**config.mk**
```make
export PLATFORM = sky130hd
export DESIGN_NAME = addsub_pipe_acc_flat
export DESIGN_NICKNAME = d
export VERILOG_FILES = /design/src/rtl/addsub_pipe_acc_if.sv /design/src/rtl/addsub_pipe_acc.sv /design/src/flat_wrapper.sv
export SDC_FILE = /design/constraint.sdc
export NUM_CORES = 1
export LEC_CHECK = 0
export ABC_AREA = 1
export BUFFER_PORTS_ARGS = -buffer_cell sky130_fd_sc_hd__buf_2
export CELL_PAD_IN_SITES_DETAIL_PLACEMENT = 0
export CELL_PAD_IN_SITES_GLOBAL_PLACEMENT = 1
export CORE_MARGIN = 4
export CORE_UTILIZATION = 35
export DETAILED_ROUTE_END_ITERATION = 10
export MAX_ROUTING_LAYER = met4
export PLACE_DENSITY = 0.75
export SYNTH_ARGS = -nofsm -noshare
export SYNTH_HDL_FRONTEND = slang
export SYNTH_SLANG_ARGS = --single-unit
```
**constraint.sdc**
```tcl
create_clock -name clk -period 2.2 [get_ports clk]
set_input_delay 0.44 -clock clk [delete_from_list [all_inputs] [get_ports clk]]
set_output_delay 0.44 -clock clk [all_outputs]
set_load 0.01 [all_outputs]
```
**src/rtl/addsub_pipe_acc_if.sv**
```systemverilog
// Operand/result handshake bundle for addsub_pipe_acc.
// The producer/consumer side uses master; the block uses slave.
interface addsub_pipe_acc_if #(
   parameter int N = 8,
   parameter int M = 4
) ();
   logic         in_valid;
   logic         in_ready;
   logic [N-1:0] a;
   logic [M-1:0] b;
   logic [1:0]   op;
   logic         sat;
   logic         clr;
   logic         out_valid;
   logic         out_ready;
   logic [N-1:0] s;
   logic         ovf;
   logic         ovf_sticky;
   logic [N-1:0] acc;

   modport master (
      output in_valid, a, b, op, sat, clr, out_ready,
      input  in_ready, out_valid, s, ovf, ovf_sticky, acc
   );

   modport slave (
      input  in_valid, a, b, op, sat, clr, out_ready,
      output in_ready, out_valid, s, ovf, ovf_sticky, acc
   );
endinterface

```
**src/rtl/addsub_pipe_acc.sv**
```systemverilog
// Two-stage pipelined two's-complement add/subtract with optional saturation,
// an internal accumulator and a sticky overflow flag.
module addsub_pipe_acc #(
   parameter int N           = 8,
   parameter int M           = 4,
   parameter bit SAT_DEFAULT = 1'b0
) (
   input logic             clk,
   input logic             rst_n,
   addsub_pipe_acc_if.slave bus
);

   localparam logic [N-1:0] SAT_MAX = {1'b0, {(N-1){1'b1}}};
   localparam logic [N-1:0] SAT_MIN = {1'b1, {(N-1){1'b0}}};

   // Stage 1 operand register
   logic         s1_valid;
   logic [N-1:0] s1_a;
   logic [N-1:0] s1_b;
   logic         s1_cin;
   logic [1:0]   s1_op;
   logic         s1_sat;

   // Stage 2 / architectural state
   logic         out_valid_q;
   logic [N-1:0] s_q;
   logic         ovf_q;
   logic         ovf_sticky_q;
   logic [N-1:0] acc_q;
   logic         sat_reg;

   logic         in_xfer;
   logic         s2_load;
   logic [N-1:0] b_ext;
   logic [N-1:0] left;
   logic [N:0]   full_sum;
   logic [N-1:0] low_sum;
   logic         ovf_c;
   logic [N-1:0] s_final;

   // Sized signed cast sign-extends b; with M == N it is the identity.
   assign b_ext   = N'($signed(bus.b));

   assign s2_load = s1_valid & (~out_valid_q | bus.out_ready);
   assign in_xfer = bus.in_valid & bus.in_ready;

   assign bus.in_ready   = ~s1_valid | s2_load;
   assign bus.out_valid  = out_valid_q;
   assign bus.s          = s_q;
   assign bus.ovf        = ovf_q;
   assign bus.ovf_sticky = ovf_sticky_q;
   assign bus.acc        = acc_q;

   // NOTE: every always_comb output is given a default first so no path can
   // leave it unassigned and infer a latch.
   always_comb begin
      left     = s1_op[1] ? acc_q : s1_a;
      full_sum = {1'b0, left} + {1'b0, s1_b} + (N+1)'(s1_cin);
      // Carry into the MSB comes from the sum of the lower N-1 bits.
      low_sum  = {1'b0, left[N-2:0]} + {1'b0, s1_b[N-2:0]} + N'(s1_cin);
      ovf_c    = low_sum[N-1] ^ full_sum[N];
      s_final  = full_sum[N-1:0];
      if ((s1_sat | sat_reg) && ovf_c)
         s_final = full_sum[N-1] ? SAT_MAX : SAT_MIN;
   end

   // NOTE: sequential state uses non-blocking assignments only, so every
   // register samples the pre-edge values of its inputs.
   always_ff @(posedge clk) begin
      if (!rst_n) begin
         s1_valid     <= 1'b0;
         out_valid_q  <= 1'b0;
         s_q          <= '0;
         ovf_q        <= 1'b0;
         ovf_sticky_q <= 1'b0;
         acc_q        <= '0;
         sat_reg      <= SAT_DEFAULT;
      end else begin
         if (bus.in_ready)
            s1_valid <= bus.in_valid;

         if (s2_load) begin
            out_valid_q <= 1'b1;
            s_q         <= s_final;
            ovf_q       <= ovf_c;
         end else if (bus.out_ready) begin
            out_valid_q <= 1'b0;
         end

         if (in_xfer && bus.op == 2'b11 && bus.b == '0)
            sat_reg <= bus.sat;

         // A coincident accumulate load takes priority over clr.
         if (s2_load && s1_op[1])
            acc_q <= s_final;
         else if (bus.clr)
            acc_q <= '0;

         if (s2_load && ovf_c)
            ovf_sticky_q <= 1'b1;
         else if (bus.clr)
            ovf_sticky_q <= 1'b0;
      end
   end

   // NOTE: operand registers carry no reset; s1_valid gates every use of them.
   always_ff @(posedge clk) begin
      if (in_xfer) begin
         s1_a   <= bus.a;
         s1_b   <= bus.op[0] ? ~b_ext : b_ext;
         s1_cin <= bus.op[0];
         s1_op  <= bus.op;
         s1_sat <= bus.sat;
      end
   end

endmodule

```
**src/flat_wrapper.sv**
```systemverilog
// flat-port wrapper written by rule: the top's interface ports become plain ports
module addsub_pipe_acc_flat 
#(
   parameter int N           = 8,
   parameter int M           = 4,
   parameter bit SAT_DEFAULT = 1'b0
)
  (clk, rst_n, bus_in_valid, bus_a, bus_b, bus_op, bus_sat, bus_clr, bus_out_ready, bus_in_ready, bus_out_valid, bus_s, bus_ovf, bus_ovf_sticky, bus_acc);
  addsub_pipe_acc_if #(.N(N), .M(M)) bus_i ();
  input logic clk;
  input logic rst_n;
  input wire logic [$bits(bus_i.in_valid)-1:0] bus_in_valid;
  input wire logic [$bits(bus_i.a)-1:0] bus_a;
  input wire logic [$bits(bus_i.b)-1:0] bus_b;
  input wire logic [$bits(bus_i.op)-1:0] bus_op;
  input wire logic [$bits(bus_i.sat)-1:0] bus_sat;
  input wire logic [$bits(bus_i.clr)-1:0] bus_clr;
  input wire logic [$bits(bus_i.out_ready)-1:0] bus_out_ready;
  output wire logic [$bits(bus_i.in_ready)-1:0] bus_in_ready;
  output wire logic [$bits(bus_i.out_valid)-1:0] bus_out_valid;
  output wire logic [$bits(bus_i.s)-1:0] bus_s;
  output wire logic [$bits(bus_i.ovf)-1:0] bus_ovf;
  output wire logic [$bits(bus_i.ovf_sticky)-1:0] bus_ovf_sticky;
  output wire logic [$bits(bus_i.acc)-1:0] bus_acc;
  assign bus_i.in_valid = bus_in_valid;
  assign bus_i.a = bus_a;
  assign bus_i.b = bus_b;
  assign bus_i.op = bus_op;
  assign bus_i.sat = bus_sat;
  assign bus_i.clr = bus_clr;
  assign bus_i.out_ready = bus_out_ready;
  assign bus_in_ready = bus_i.in_ready;
  assign bus_out_valid = bus_i.out_valid;
  assign bus_s = bus_i.s;
  assign bus_ovf = bus_i.ovf;
  assign bus_ovf_sticky = bus_i.ovf_sticky;
  assign bus_acc = bus_i.acc;
  addsub_pipe_acc #(.N(N), .M(M), .SAT_DEFAULT(SAT_DEFAULT)) u_core (.clk(clk), .rst_n(rst_n), .bus(bus_i));
endmodule
```
Yosys cells after proc, flatten, opt, wreduce, memory -nomap -nowiden

Cells that the tools add are included.

Bitwise gates (word level): 9
Eq/ne operators: 1
Mux-type cells: 10
Reductions and logical operators: 9
Add/sub/neg operators: 4

Operators with widths:

| cell                                   | number |
|---|---|
| 8-bit two-way mux                      | 6 |
| 8-bit by 8-bit adder with 9-bit output | 1 |
| 9-bit by 1-bit adder with 9-bit output | 1 |
| 7-bit by 7-bit adder with 8-bit output | 1 |
| 8-bit by 1-bit adder with 8-bit output | 1 |
| 8-bit NOT                              | 1 |
| 2-bit nonzero test                     | 3 |
| 1-bit logical AND                      | 5 |
| 4-bit zero test                        | 1 |
| 1-bit two-way mux                      | 4 |
| 1-bit bitwise OR                       | 3 |
| 1-bit AND                              | 2 |
| 2-bit == test (second input constant)  | 1 |
| 1-bit NOT                              | 2 |
| 1-bit bitwise XOR                      | 1 |

Output and inout port bits: 20
Flip-flop bits (word level): 41
Logic and storage cells: 45

Longest topological paths before layout

Depth in word-level cells: 7
Mapped depth: 19
Depth with buffers taken out: 18

Worst setup path after synthesis

No wires, ideal clock.

Kind: register to register
From: register u_core.s1_op[1]
To: register u_core.s_q[0] (netlist: u_core.bus.s[0])
Path slack: -154 ps
Stages on the path, launching flop included: 17
Clock period less this slack: 2,354 ps
Required time: 2,085 ps
Data arrival time: 2,239 ps
Buffers on the path: 1
Path through: edfxtp_1 > buf_2 > clkinv_1 > or2_2 > o21ai_0 > inv_1 > ha_1 > nand2_1 > nand2_1 > nand3_1 > nand2_2 > nand2_1 > nand3_2 > nand2_1 > nand2_1 > o21ai_0 > inv_1

Word-level cells in the longest chain between the ends: 6
Elaborated cells on any way between the ends: 9
Classes of those cells: add/sub (4); mux (3); bitwise (1); reduce/logical (1)

RTL lines:

| element                                                                                                 | line                                         | RTL |
|---|---|---|
| from (decl)                                                                                             | addsub_pipe_acc.sv:21                        | `logic [1:0] s1_op;` |
| from (signal assigned)                                                                                  | addsub_pipe_acc.sv:112                       | `s1_op <= bus.op;` |
| 8-bit two-way mux (*)                                                                                   | addsub_pipe_acc.sv:57                        | `left = s1_op[1] ? acc_q : s1_a;` |
| 8-bit by 8-bit adder with 9-bit output / 7-bit by 7-bit adder with 8-bit output (equally long branches) | addsub_pipe_acc.sv:58, addsub_pipe_acc.sv:60 |  |
| 9-bit by 1-bit adder with 9-bit output / 8-bit by 1-bit adder with 8-bit output (equally long branches) | addsub_pipe_acc.sv:58, addsub_pipe_acc.sv:60 |  |
| 1-bit bitwise XOR                                                                                       | addsub_pipe_acc.sv:61                        | `ovf_c = low_sum[N-1] ^ full_sum[N];` |
| 1-bit logical AND                                                                                       | addsub_pipe_acc.sv:63                        | `if ((s1_sat \| sat_reg) && ovf_c)` |
| 8-bit two-way mux (*)                                                                                   | addsub_pipe_acc.sv:63                        |  |
| to (signal assigned)                                                                                    | addsub_pipe_acc.sv:84                        | `s_q <= s_final;` |
| to (decl)                                                                                               | addsub_pipe_acc.sv:26                        | `logic [N-1:0] s_q;` |

Every way passes the cells marked *; elsewhere a longest branch is shown, timed or not.
A chain may end at the register's enable or synchronous reset.

Final worst setup path

From: register u_core.s1_op[1]
To: register u_core.acc_q[2] (netlist: u_core.bus.acc[2])

Word-level cells in the longest chain between the ends: 7
Elaborated cells on any way between the ends: 12
Classes of those cells: add/sub (4); mux (4); bitwise (1); reduce/logical (3)

RTL lines:

| element                                                                                                 | line                                         | RTL |
|---|---|---|
| 8-bit two-way mux                                                                                       | addsub_pipe_acc.sv:57                        |  |
| 8-bit by 8-bit adder with 9-bit output / 7-bit by 7-bit adder with 8-bit output (equally long branches) | addsub_pipe_acc.sv:58, addsub_pipe_acc.sv:60 |  |
| 9-bit by 1-bit adder with 9-bit output / 8-bit by 1-bit adder with 8-bit output (equally long branches) | addsub_pipe_acc.sv:58, addsub_pipe_acc.sv:60 |  |
| 1-bit bitwise XOR                                                                                       | addsub_pipe_acc.sv:61                        |  |
| 1-bit logical AND                                                                                       | addsub_pipe_acc.sv:63                        |  |
| 8-bit two-way mux                                                                                       | addsub_pipe_acc.sv:63                        |  |
| 8-bit two-way mux                                                                                       | addsub_pipe_acc.sv:94                        | `if (s2_load && s1_op[1])` |
| to (signal assigned)                                                                                    | addsub_pipe_acc.sv:95                        | `acc_q <= s_final;` |
| to (decl)                                                                                               | addsub_pipe_acc.sv:29                        | `logic [N-1:0] acc_q;` |

Parallel ways exist; a longest one is shown, timed or not.

==> flow_summary.yaml <==
timing:
  holdWs_ns: 0.318
  fin_worst_skew_ns: 0.00640
  min_period_over_period_pct: 109
  maxSlewHeadroom_pct: 52.9
  period_needed_ns: 2.40
  max_freq_mhz: 416
  hold_viol: 0
  worst_pin_slew_ns: 0.706
  finalWorstSetupSlack_ns: -0.202
  rsz0062_at_grt: "yes"
  slew_violations: 0
  finalSetupViolations: 18
logic_synthesis:
  synth_top_area_share_pct: 23.5
  synth_cells: 252
  synth_area_leaders: "edfxtp_1 24%, dfxtp_1 22%, nand2_1 18%"
  synth_nets: 281
  yosysWarningCount: 0
  synth.avg_cell_area_um2: 7.60
  syn_area_um2: 1910
  yosysTopAreaCell: "edfxtp_1"
  ys_seq_area_share_pct: 45.5
  yosysUniqueCellTypes: 24
  synth-seq-cells: 36
cts:
  htree_levels: 2
  cts_tree: "built"
  cts_buffers: 5
  cts_hold_buf: 0
  clockRootBuffer: "clkbuf_8"
  cts_max_path_buffers: 2
  clock_latency_ns: 0.29
  path_clk_slew_ns: 0.08
  cts.sinks: 36
drt:
  wire_per_inst_um: 12.1
  met2WireLength_mm: 2.35
  drc: 0
  vias: 1753
  antenna_left: 0
  met1_length_mm: 2.09
  drt_first_iter_violations: 76
  top_layer: "met4"
  drt-pass1-iter-count: 4
  met3_length_um: 186
  vias_per_cell: 4.52
  wirelength_mm: 4.70
critical_path:
  rr_endpoint: "u_core.bus.acc[2]$_SDFFE_PN0P_"
  crit_type: "reg2reg"
  crit_top_cell: "nand2_4"
  timing.rr.start: "u_core.s1_op[1]$_DFFE_PP_"
  cp-endpoint: "u_core.bus.acc[2]$_SDFFE_PN0P_"
  rr_worst_depth: 17
  crit_slowest_cell: "edfxtp_1"
  required_ns: 2.42
  reg2reg_setup_slack_ns: -0.20
  crit_fanout: 5
  start_kind: "flip-flop"
  arrival_ns: 2.62
  cp-startpoint: "u_core.s1_op[1]$_DFFE_PP_"
  slowest_delay_ns: 0.48
  crit_chain: "clkinv_4, nand2_4, nand2_4, fa_2, buf_6, buf_4, nand2_4, nand2_4, nand2_2, nor2_2, nor2_2, nand2_2, nand2_4, nand3_4, nand2_2, nand2_1, a21oi_2"
  end_kind: "flip-flop"
floorplan:
  ioPinCount: 40
  dieArea_um2: 6720
  fp.dieW_um: 82.0
  start_util_pct: 36.8
  fp.dieH_um: 82.0
  coreArea_um2: 5200
  rows: 26
place:
  placed_cells: 373
  hpwl_mm: 3.39
  place.gp.congestion: 0.788
  portBuffers: 39
  place_ws_ns: -0.176
cells_and_area:
  final_common_cell: "nand2_1"
  multi_input_area_um2: 1130
  syn2layout_area_growth_pct: 41.5
  final_cell_mix: "63 x nand2_1, 39 x buf_2, 34 x inv_1"
  layout.cells.non_filler: 388
  register_area_um2: 871
  nNetsFinal: 346
  drive_gt1_share_pct: 41.5
  fillers: 528
  diodes: 0
global_routing:
  overflow: 0
  grt_max_degree: 21
  grt_pass1_vias: 1633
  antenna_found_initial: 0
  grt_pass1_wl_mm: 7.20
  track_usage_pct: 14.6
run_status:
  violations: "setup timing"
  status: "finished with violations"
power_and_ir_drop:
  p_leak_uw: 0.00133
  power_frac_seq_pct: 41.4
  p_switching_uw: 610
  peakVddDrop_uv: 397
  p_clk_share_pct: 27.2
  p_total_uw: 1860
  swShare_pct: 32.8
  p_int_uw: 1250
  p_per_area_nw_per_um2: 688
  power_frac_comb_pct: 31.4
worst_hold_path:
  hp-class: "in2reg"
flow_run:
  cap_violations: 0
## kinds of logic after synthesis
kind of cell	after synthesis	synth area share, %
buf+inv	43	8.50
simple gates	131	29.0
compound gates	25	6.73
flops	36	45.5
fa+ha+maj	9	6.67
xor+xnor	8	3.66
## timing repair
action / in CTS / in global routing
gates resized for setup: 22 / 43
cloned: 1 / 0
buffers inserted: 3 / 4
endpoints found under the setup margin: 18 / 18
pin swaps: 11 / 24
## power groups by stage
stage / clock [uW] / sequential (uW) / combinational [uW]
after global placement: 0 / 781 / 439
after detailed placement: 0 / 782 / 438
after CTS: 514 / 767 / 490
after floorplan: 0 / 786 / 275
after global routing: 536 / 776 / 656
final: 506 / 772 / 585
## cells in the mapped netlist
cell type	number
nand2_1	90
inv_1	36
dfxtp_1	21
nor2_1	19
edfxtp_1	15
a21oi_1	14
o21ai_0	10
ha_1	7
nand3_1	6
xor2_1	6
nand2_2	5
clkbuf_1	4
nor2_2	3
clkinv_1	2
fa_1	2
nand4_1	2
or2_2	2
xnor2_1	2
a21oi_2	1
buf_2	1
nand3_2	1
nand3_4	1
nor4_1	1
or2_1	1
## metrics by stage
| step | util (%) | setup TNS [ns] | instance area, um2 |
|---|---|---|---|
| finish | 52.0 | -2.43 | 2710 |
| global route | 52.0 | -5.28 | 2710 |
| CTS | 48.1 | -1.18 | 2510 |
| detailed placement | 44.4 | -2.39 | 2310 |
| global placement | 44.4 | -1.23 | 2310 |
| floorplan | - | 0 | 1920 |
## per-layer routing
metal | global-route usage [%] | vias up
met1 | 17.4 | 803
met2 | 24.6 | 34
met5 | - | -
met4 | 5.48 | 0
met3 | 2.74 | 6
li1 | - | 910
## how the worst min path moves through the flow
stage	from	endpoint	slack, ns	cells past startpoint
floorplan	u_core.sat_reg$_SDFFE_PN0P_	u_core.sat_reg$_SDFFE_PN0P_	0.42	2
global placement	u_core.sat_reg$_SDFFE_PN0P_	u_core.sat_reg$_SDFFE_PN0P_	0.44	2
detailed placement	u_core.sat_reg$_SDFFE_PN0P_	u_core.sat_reg$_SDFFE_PN0P_	0.44	2
CTS	bus_a[0]	u_core.s1_a[0]$_DFFE_PP_	0.31	1
global route	bus_a[2]	u_core.s1_a[2]$_DFFE_PP_	0.32	1
finish	bus_a[0]	u_core.s1_a[0]$_DFFE_PP_	0.32	1
## area by class of cell
type	count	share of cell area [%]
Timing Repair Buffer	62	13.9
Clock buffer	7	3.19
Multi-Input combinational cell	174	41.9
Tap cell	70	3.23
Clock inverter	1	0.231
Inverter	38	5.45
Sequential cell	36	32.1
## worst max-delay path: cells and delay by family, from the launching register on
kind / cells / cell delay, ns
buffers and inverters: 3 / 0.35
and+or+nand+nor: 12 / 1.01
adders and majority gates: 1 / 0.36
AOI/OAI and AO/OA: 1 / 0.14
DFF: 1 / 0.48
(Power assumes the default switching activity.)
